<file path="config.mk">
export PLATFORM = sky130hd
export DESIGN_NAME = ccm_ctrl_flat
export DESIGN_NICKNAME = d
export VERILOG_FILES = /design/src/rtl/ccm_ctrl_if.sv /design/src/rtl/ccm_ctrl.sv /design/src/flat_wrapper.sv
export SDC_FILE = /design/constraint.sdc
export NUM_CORES = 1
export LEC_CHECK = 0
export BUFFER_PORTS_ARGS = -buffer_cell sky130_fd_sc_hd__buf_2
export CAP_MARGIN = 15
export CORE_ASPECT_RATIO = 1.25
export CORE_UTILIZATION = 37
export DETAILED_ROUTE_END_ITERATION = 16
export PLACE_DENSITY = 0.78
export SETUP_SLACK_MARGIN = 0.2
export SLEW_MARGIN = 25
export SYNTH_ARGS = -nofsm -noshare
export SYNTH_HDL_FRONTEND = slang
export SYNTH_SLANG_ARGS = --single-unit
export TNS_END_PERCENT = 50
</file>
<file path="constraint.sdc">
create_clock -name clk -period 1.4 [get_ports clk]
set_clock_uncertainty 0.05 [all_clocks]
set_input_delay 0.14 -clock clk [delete_from_list [all_inputs] [get_ports clk]]
set_output_delay 0.14 -clock clk [all_outputs]
set_load 0.02 [all_outputs]
</file>
<file path="src/rtl/ccm_ctrl_if.sv">
// Core-side request/response and SRAM port bundle for the CCM controller.
// The slave modport is the controller; master is the core plus SRAM environment.
interface ccm_ctrl_if #(
  parameter int unsigned ADDR_WIDTH = 11,
  parameter int unsigned DATA_WIDTH = 32
);
  logic                  cntlr_rd;
  logic [ADDR_WIDTH-1:0] cntlr_raddr;
  logic [DATA_WIDTH-1:0] cntlr_rd_data;
  logic                  cntlr_rd_valid;
  logic                  cntlr_wr;
  logic [ADDR_WIDTH-1:0] cntlr_waddr;
  logic [DATA_WIDTH-1:0] cntlr_wr_data;

  logic                  mem_rd;
  logic [ADDR_WIDTH-1:0] mem_rd_addr;
  logic [DATA_WIDTH-1:0] mem_rd_data;
  logic                  mem_wr;
  logic [ADDR_WIDTH-1:0] mem_wr_addr;
  logic [DATA_WIDTH-1:0] mem_wr_data;

  modport slave (
    input  cntlr_rd, cntlr_raddr, cntlr_wr, cntlr_waddr, cntlr_wr_data, mem_rd_data,
    output cntlr_rd_data, cntlr_rd_valid, mem_rd, mem_rd_addr, mem_wr, mem_wr_addr, mem_wr_data
  );

  modport master (
    output cntlr_rd, cntlr_raddr, cntlr_wr, cntlr_waddr, cntlr_wr_data, mem_rd_data,
    input  cntlr_rd_data, cntlr_rd_valid, mem_rd, mem_rd_addr, mem_wr, mem_wr_addr, mem_wr_data
  );
endinterface

</file>
<file path="src/rtl/ccm_ctrl.sv">
// CCM controller: passes requests straight to a registered-output SRAM and returns read
// data one cycle later, forwarding same-cycle write data when a read collides with it.
module ccm_ctrl #(
  parameter int unsigned ADDR_WIDTH = 11,
  parameter int unsigned DATA_WIDTH = 32
) (
  input  logic        clk,
  input  logic        rst_n,
  ccm_ctrl_if.slave   bus
);

  logic                  rd_pend_d,  rd_pend_q;
  logic                  fwd_hit_d,  fwd_hit_q;
  logic [DATA_WIDTH-1:0] fwd_data_d, fwd_data_q;
  logic [DATA_WIDTH-1:0] rd_hold_d,  rd_hold_q;
  logic [DATA_WIDTH-1:0] rd_ret;
  logic                  collide;

  // Requests are gated by reset so nothing reaches the SRAM while held in reset.
  assign bus.mem_rd      = bus.cntlr_rd & rst_n;
  assign bus.mem_rd_addr = bus.cntlr_raddr;
  assign bus.mem_wr      = bus.cntlr_wr & rst_n;
  assign bus.mem_wr_addr = bus.cntlr_waddr;
  assign bus.mem_wr_data = bus.cntlr_wr_data;

  // The SRAM returns old contents on a same-edge read/write, so remember the new word.
  assign collide = bus.cntlr_rd & bus.cntlr_wr & (bus.cntlr_raddr == bus.cntlr_waddr);

  always_comb begin
    rd_ret = fwd_hit_q ? fwd_data_q : bus.mem_rd_data;
  end

  always_comb begin
    rd_pend_d  = bus.cntlr_rd;
    fwd_hit_d  = collide;
    fwd_data_d = fwd_data_q;
    rd_hold_d  = rd_hold_q;
    if (collide) begin
      fwd_data_d = bus.cntlr_wr_data;
    end
    if (rd_pend_q) begin
      rd_hold_d = rd_ret;
    end
  end

  always_ff @(posedge clk) begin
    if (!rst_n) begin
      rd_pend_q  <= 1'b0;
      fwd_hit_q  <= 1'b0;
      fwd_data_q <= '0;
      rd_hold_q  <= '0;
    end else begin
      rd_pend_q  <= rd_pend_d;
      fwd_hit_q  <= fwd_hit_d;
      fwd_data_q <= fwd_data_d;
      rd_hold_q  <= rd_hold_d;
    end
  end

  always_comb begin
    bus.cntlr_rd_valid = rd_pend_q;
    bus.cntlr_rd_data  = rd_pend_q ? rd_ret : rd_hold_q;
  end

endmodule

</file>
<file path="src/flat_wrapper.sv">
// flat-port wrapper written by rule: the top's interface ports become plain ports
module ccm_ctrl_flat 
#(
  parameter int unsigned ADDR_WIDTH = 11,
  parameter int unsigned DATA_WIDTH = 32
)
  (clk, rst_n, bus_cntlr_rd, bus_cntlr_raddr, bus_cntlr_wr, bus_cntlr_waddr, bus_cntlr_wr_data, bus_mem_rd_data, bus_cntlr_rd_data, bus_cntlr_rd_valid, bus_mem_rd, bus_mem_rd_addr, bus_mem_wr, bus_mem_wr_addr, bus_mem_wr_data);
  ccm_ctrl_if #(.ADDR_WIDTH(ADDR_WIDTH), .DATA_WIDTH(DATA_WIDTH)) bus_i ();
  input  logic clk;
  input  logic rst_n;
  input wire logic [$bits(bus_i.cntlr_rd)-1:0] bus_cntlr_rd;
  input wire logic [$bits(bus_i.cntlr_raddr)-1:0] bus_cntlr_raddr;
  input wire logic [$bits(bus_i.cntlr_wr)-1:0] bus_cntlr_wr;
  input wire logic [$bits(bus_i.cntlr_waddr)-1:0] bus_cntlr_waddr;
  input wire logic [$bits(bus_i.cntlr_wr_data)-1:0] bus_cntlr_wr_data;
  input wire logic [$bits(bus_i.mem_rd_data)-1:0] bus_mem_rd_data;
  output wire logic [$bits(bus_i.cntlr_rd_data)-1:0] bus_cntlr_rd_data;
  output wire logic [$bits(bus_i.cntlr_rd_valid)-1:0] bus_cntlr_rd_valid;
  output wire logic [$bits(bus_i.mem_rd)-1:0] bus_mem_rd;
  output wire logic [$bits(bus_i.mem_rd_addr)-1:0] bus_mem_rd_addr;
  output wire logic [$bits(bus_i.mem_wr)-1:0] bus_mem_wr;
  output wire logic [$bits(bus_i.mem_wr_addr)-1:0] bus_mem_wr_addr;
  output wire logic [$bits(bus_i.mem_wr_data)-1:0] bus_mem_wr_data;
  assign bus_i.cntlr_rd = bus_cntlr_rd;
  assign bus_i.cntlr_raddr = bus_cntlr_raddr;
  assign bus_i.cntlr_wr = bus_cntlr_wr;
  assign bus_i.cntlr_waddr = bus_cntlr_waddr;
  assign bus_i.cntlr_wr_data = bus_cntlr_wr_data;
  assign bus_i.mem_rd_data = bus_mem_rd_data;
  assign bus_cntlr_rd_data = bus_i.cntlr_rd_data;
  assign bus_cntlr_rd_valid = bus_i.cntlr_rd_valid;
  assign bus_mem_rd = bus_i.mem_rd;
  assign bus_mem_rd_addr = bus_i.mem_rd_addr;
  assign bus_mem_wr = bus_i.mem_wr;
  assign bus_mem_wr_addr = bus_i.mem_wr_addr;
  assign bus_mem_wr_data = bus_i.mem_wr_data;
  ccm_ctrl #(.ADDR_WIDTH(ADDR_WIDTH), .DATA_WIDTH(DATA_WIDTH)) u_core (.clk(clk), .rst_n(rst_n), .bus(bus_i));
endmodule
</file>
# Word-level counts from Yosys, hierarchy flattened
# Cells that the tools add are included.
classes:
  addsub: 0
  n_mul: 0
  div_mod_pow: 0
  order_cmp: 0
  eq_ne: 1
  shift: 0
  muxes: 2
  bitwise_logic: 4
  n_reduce_logical: 0
op_table:
  columns: ["operator", "n"]
  rows:
  - ["$mux W32", 2]
  - ["$eq A11 B11 Y1", 1]
  - ["$and A1 B1 Y1", 4]
word_totals:
  regBits: 66
  latchBits: 0
  ram_bits: 0
  mem_bits_ro: 0
  in_bits: 90
  output_inout_bits: 89
  word_cells: 11
  mem_count: 0

# Longest topological paths before layout
depth:
  word_depth: 2
  ltp_mapped: 6
  ltp_nobuf: 4

# Worst setup path after synthesis
# No wires, ideal clock.
synth_path:
  path_type: "register -> register"
  from: "register u_core.rd_pend_q, in the netlist u_core.bus.cntlr_rd_valid"
  to: "register u_core.rd_hold_q[10]"
  arrival_ns: 1.630
  path_slack_ns: -0.340
  stages_incl_launch_ff: 6
  path_cell_list: "dfxtp_1 -> clkbuf_1 -> buf_1 -> nor2_1 -> a21oi_1 -> and2_1"
synth_between:
  elab_chain_cells: 1
synth_rtl:
  columns: ["element", "line_no", "source"]
  rows:
  - ["start: declaration", "ccm_ctrl.sv:12", "logic rd_pend_d, rd_pend_q;"]
  - ["start signal: assignment", "ccm_ctrl.sv:53", "rd_pend_q <= rd_pend_d;"]
  - ["$mux W32", null, null]
  - ["via bus_cntlr_rd_data[10]", "flat_wrapper.sv:17", "output wire logic [$bits(bus_i.cntlr_rd_data)-1:0] bus_cntlr_rd_data;"]
  - ["end signal: assignment", "ccm_ctrl.sv:56", "rd_hold_q <= rd_hold_d;"]
  - ["end: declaration", "ccm_ctrl.sv:15", "logic [DATA_WIDTH-1:0] rd_hold_d, rd_hold_q;"]
# The timed path passes the listed nets, and every way through them passes these cells.
# A chain may end at the register's enable or synchronous reset.

# Worst setup path after layout
layout_path:
  from: "register u_core.fwd_hit_q"
  to: "output bus_cntlr_rd_data[31]"
layout_between:
  elab_chain_cells: 2
layout_rtl:
  columns: ["element", "line_no", "source"]
  rows:
  - ["start: declaration", "ccm_ctrl.sv:13", "logic fwd_hit_d, fwd_hit_q;"]
  - ["start signal: assignment", "ccm_ctrl.sv:54", "fwd_hit_q <= fwd_hit_d;"]
  - ["$mux W32", "ccm_ctrl.sv:30", "rd_ret = fwd_hit_q ? fwd_data_q : bus.mem_rd_data;"]
  - ["$mux W32", "ccm_ctrl.sv:62", "bus.cntlr_rd_data = rd_pend_q ? rd_ret : rd_hold_q;"]
  - ["end: declaration", "flat_wrapper.sv:17", null]
# Every way passes these cells.

==> flow_summary_export.csv <==
group,metric,value,unit
setup_path,cp-startpoint,"u_core.fwd_hit_q$_SDFF_PN0_",
clocking,clockRootBuffer,"clkbuf_16",
finish,layout.nets,628,
floorplan,fp.coreArea,9130,sq um
floorplan,row_count,39,
global_routing,antenna_found_initial,0,
setup_path,worstPathRequired,1.21,ns
power,power_density,922,nW/um^2
synth,synth_compound_area_frac,0.161,
clocking,cts_tree,"done",
timing,setup_ws,-0.229,ns
finish,drive_gt1_frac,0.589,
clocking,cts_hold_buf,0,
setup_path,cp.depth,5,
power,cell_internal_pwr,3.85,mW
outcome,violations,"setup timing",
timing,fin_crit,1.63,ns
synth,syn_avg_cell_area,8.58,sq um
floorplan,floorplan.initialDensity,0.381,
global_routing,grt_max_degree,34,
clocking,clk_transition_reported_paths,0.05,ns
job,drv_cap,0,
setup_path,cp_max_fo,8,
setup_path,r2r-end,"u_core.rd_hold_q[3]$_SDFF_PN0_",
power,p_seq_frac,0.362,
routing,routed_wl,12.0,mm
floorplan,io_pins,179,
routing,drt_iter0_markers,177,
timing,fin_crit_sh,1.16,
place,io_buffer_count,178,
timing,whs,0.0114,ns
routing,vias_per_cell,5.36,
timing,setup_viol,53,
timing,finalMaxSlewViolations,0,
floorplan,die_area,9780,sq um
routing,ant_nets,0,
timing,fmax,614,MHz
routing,vias,3567,
power,switching_power,1.58,mW
floorplan,dieWidth,88.7,um
timing,hold_violations,0,
finish,fillers,716,
finish,syn2layout_area_growth,69.4,%
synth,yosysMostFrequentCell,"dfxtp_1",
setup_path,start_kind,"flop",
power,clkPwrFrac,0.388,
synth,ys_top_cells_by_area,"dfxtp_1 (38%), buf_4 (12%), a21oi_1 (9.2%)",
setup_path,crit_family,"buffers and inverters",
global_routing,first_global_vias,3398,
hold_path,hold_depth,2,
hold_path,hold_path.class,"in -> reg",
setup_path,crit_arrival,1.44,ns
synth,synth_mux_area_frac,0.0922,
synth,yosys.area.top_type,"dfxtp_1",
global_routing,grt_first_pass_wirelength,17.2,mm
timing,slew_headroom,0.723,
power,total_power,5.43,mW
synth,synth_top_family_by_area,"simple AND/OR/NAND/NOR gates",
finish,multi_input_area,2460,sq um
setup_path,worstSetupPathType,"reg -> out",
synth,yosys.area_share.simple,0.171,
synth,synth_cells,405,
synth,synth_edf_count,0,
power,peakVddDrop,553,uV
finish,final-seq-area,1330,sq um
global_routing,gr-usage-all-layers,0.236,
synth,async_reset_ff_frac,0,
clocking,numCtsBuffers,9,
outcome,status,"finished, violations left",
synth,ys_ff_latch,66,
synth,synth_xor_xnor_area_share,0.0277,
synth,synth_top_area_frac,0.380,
synth,yosys_warnings,0,
setup_path,crit_path_top_delay_cell,"dfxtp_4",
finish,final_util,0.645,
routing,dr.pass1.iters,4,
setup_path,endpoint,"bus_cntlr_rd_data[31]",
synth,synth_top_flop_cell,"dfxtp_1",
synth,synth_area,3470,sq um
place,pre_cts_ws,-0.309,ns
timing,tightest_slew,0.415,ns
clocking,cts_num_sinks,66,
setup_path,cp_num_buf_inv,3,
setup_path,rrSetupSlack,0.14,ns
synth,synthAdderAreaFrac,0,
power,pwr-share-comb,0.250,
synth,yosysUniqueCellTypes,19,
routing,drc_errors,0,
setup_path,r2r-start,"u_core.fwd_hit_q$_SDFF_PN0_",
power,p_leak,2.24,nW
setup_path,crit_chain,"buf_12, buf_16, mux2i_1, a21oi_1, buf_4",
power,swShare,0.291,
place,post-dp-hpwl,7.09,mm
clocking,cts_buffer_depth,2,
clocking,clk_latency,0.32,ns
place,gp_congestion,0.811,
synth,yosysSeqAreaShare,0.380,
floorplan,die_y,110,um
setup_path,worst_r2r_path_depth,4,
setup_path,cp-end-kind,"output pin",
global_routing,grt-ovfl-total,0,
routing,wl_per_cell,18.1,um
clocking,htreeDepth,3,
setup_path,max_stage_delay,0.37,ns
timing,rsz0062_at_grt,"yes",
synth,yosys-top-cells-count,"dfxtp_1 (66), a21oi_1 (64), buf_4 (54)",
finish,n_antenna_cell,0,
synth,syn_nets,495,
worst min path at each step:
stage | startpoint | to | slack [ns]
floorplan | rst_n | u_core.bus.cntlr_rd_valid$_SDFF_PN0_ | 0.21
global placement | bus_cntlr_rd | u_core.bus.cntlr_rd_valid$_SDFF_PN0_ | 0.33
detailed placement | bus_cntlr_rd | u_core.bus.cntlr_rd_valid$_SDFF_PN0_ | 0.34
CTS | bus_cntlr_rd | u_core.bus.cntlr_rd_valid$_SDFF_PN0_ | 0.006
global route | bus_cntlr_rd | u_core.bus.cntlr_rd_valid$_SDFF_PN0_ | 0.02
finish | bus_cntlr_rd | u_core.bus.cntlr_rd_valid$_SDFF_PN0_ | 0.01
kinds of logic (layout without fill, tap and decap cells):
group           Yosys count  in the layout
mux                      32             32
compound gates           96             96
flops                    66             66
simple gates            107            107
xor+xnor                 11             11
buf+inv                  93            231
through the flow:
step / instance area, sq um / instances / setup TNS (ns)
2_1_floorplan: 3950 / 405 / -3.09
5_1_grt: 5890 / 666 / -9.66
3_3_place_gp: 4590 / 633 / -7.37
4_1_cts: 5550 / 662 / -6.30
6_report: 5890 / 666 / -7.88
3_5_place_dp: 4590 / 633 / -8.54
flip-flops by register name, indices dropped and copies added, names as in the netlist:
name,flops
u_core.fwd_data_q,32
u_core.rd_hold_q,32
u_core.bus.cntlr_rd_valid,1
u_core.fwd_hit_q,1
layout by cell type (no fill, tap or decap), drive strengths merged:
cell type,Yosys,routed
buf,69,212
dfxtp,66,66
a21oi,64,64
and2,35,35
nand4,34,34
nor2,32,32
o31ai,32,32
mux2i,32,32
clkbuf,23,15
xnor2,8,8
xor2,3,3
and4,2,2
clkinv,0,2
nor4,2,2
nand2,1,1
or4,1,1
inv,1,1
bufbuf,0,1
power by group through the flow:
stage               sequential (mW)  combinational [mW]  clock (mW)
floorplan                      2.00               0.768           0
global route                   1.97                1.44        2.21
CTS                            1.96                1.28        2.13
detailed placement             2.00                1.10           0
global placement               2.00                1.08           0
finish                         1.96                1.36        2.10
what timing repair did:
item,in CTS,in global routing
gates cloned,9,1
gates resized for setup,86,51
pin swaps,23,26
buffers inserted,4,3
endpoints found under the setup margin,95,98
cell type report:
cell class / count / area share
multi-input combinational: 246 / 0.418
timing repair buffer: 214 / 0.281
sequential: 66 / 0.226
clock buffer: 14 / 0.0465
tap: 123 / 0.0261
clock inverter: 2 / 0.00170
inverter: 1 / 0.000638
layer usage:
layer  wire [um]  up-vias  GRT usage
met3         621       27     0.0499
met1        4550     1709      0.267
li1            -     1666          -
met4         395        0     0.0922
met2        6480      165      0.430
met5           0        -          0
(Power assumes the default switching activity.)
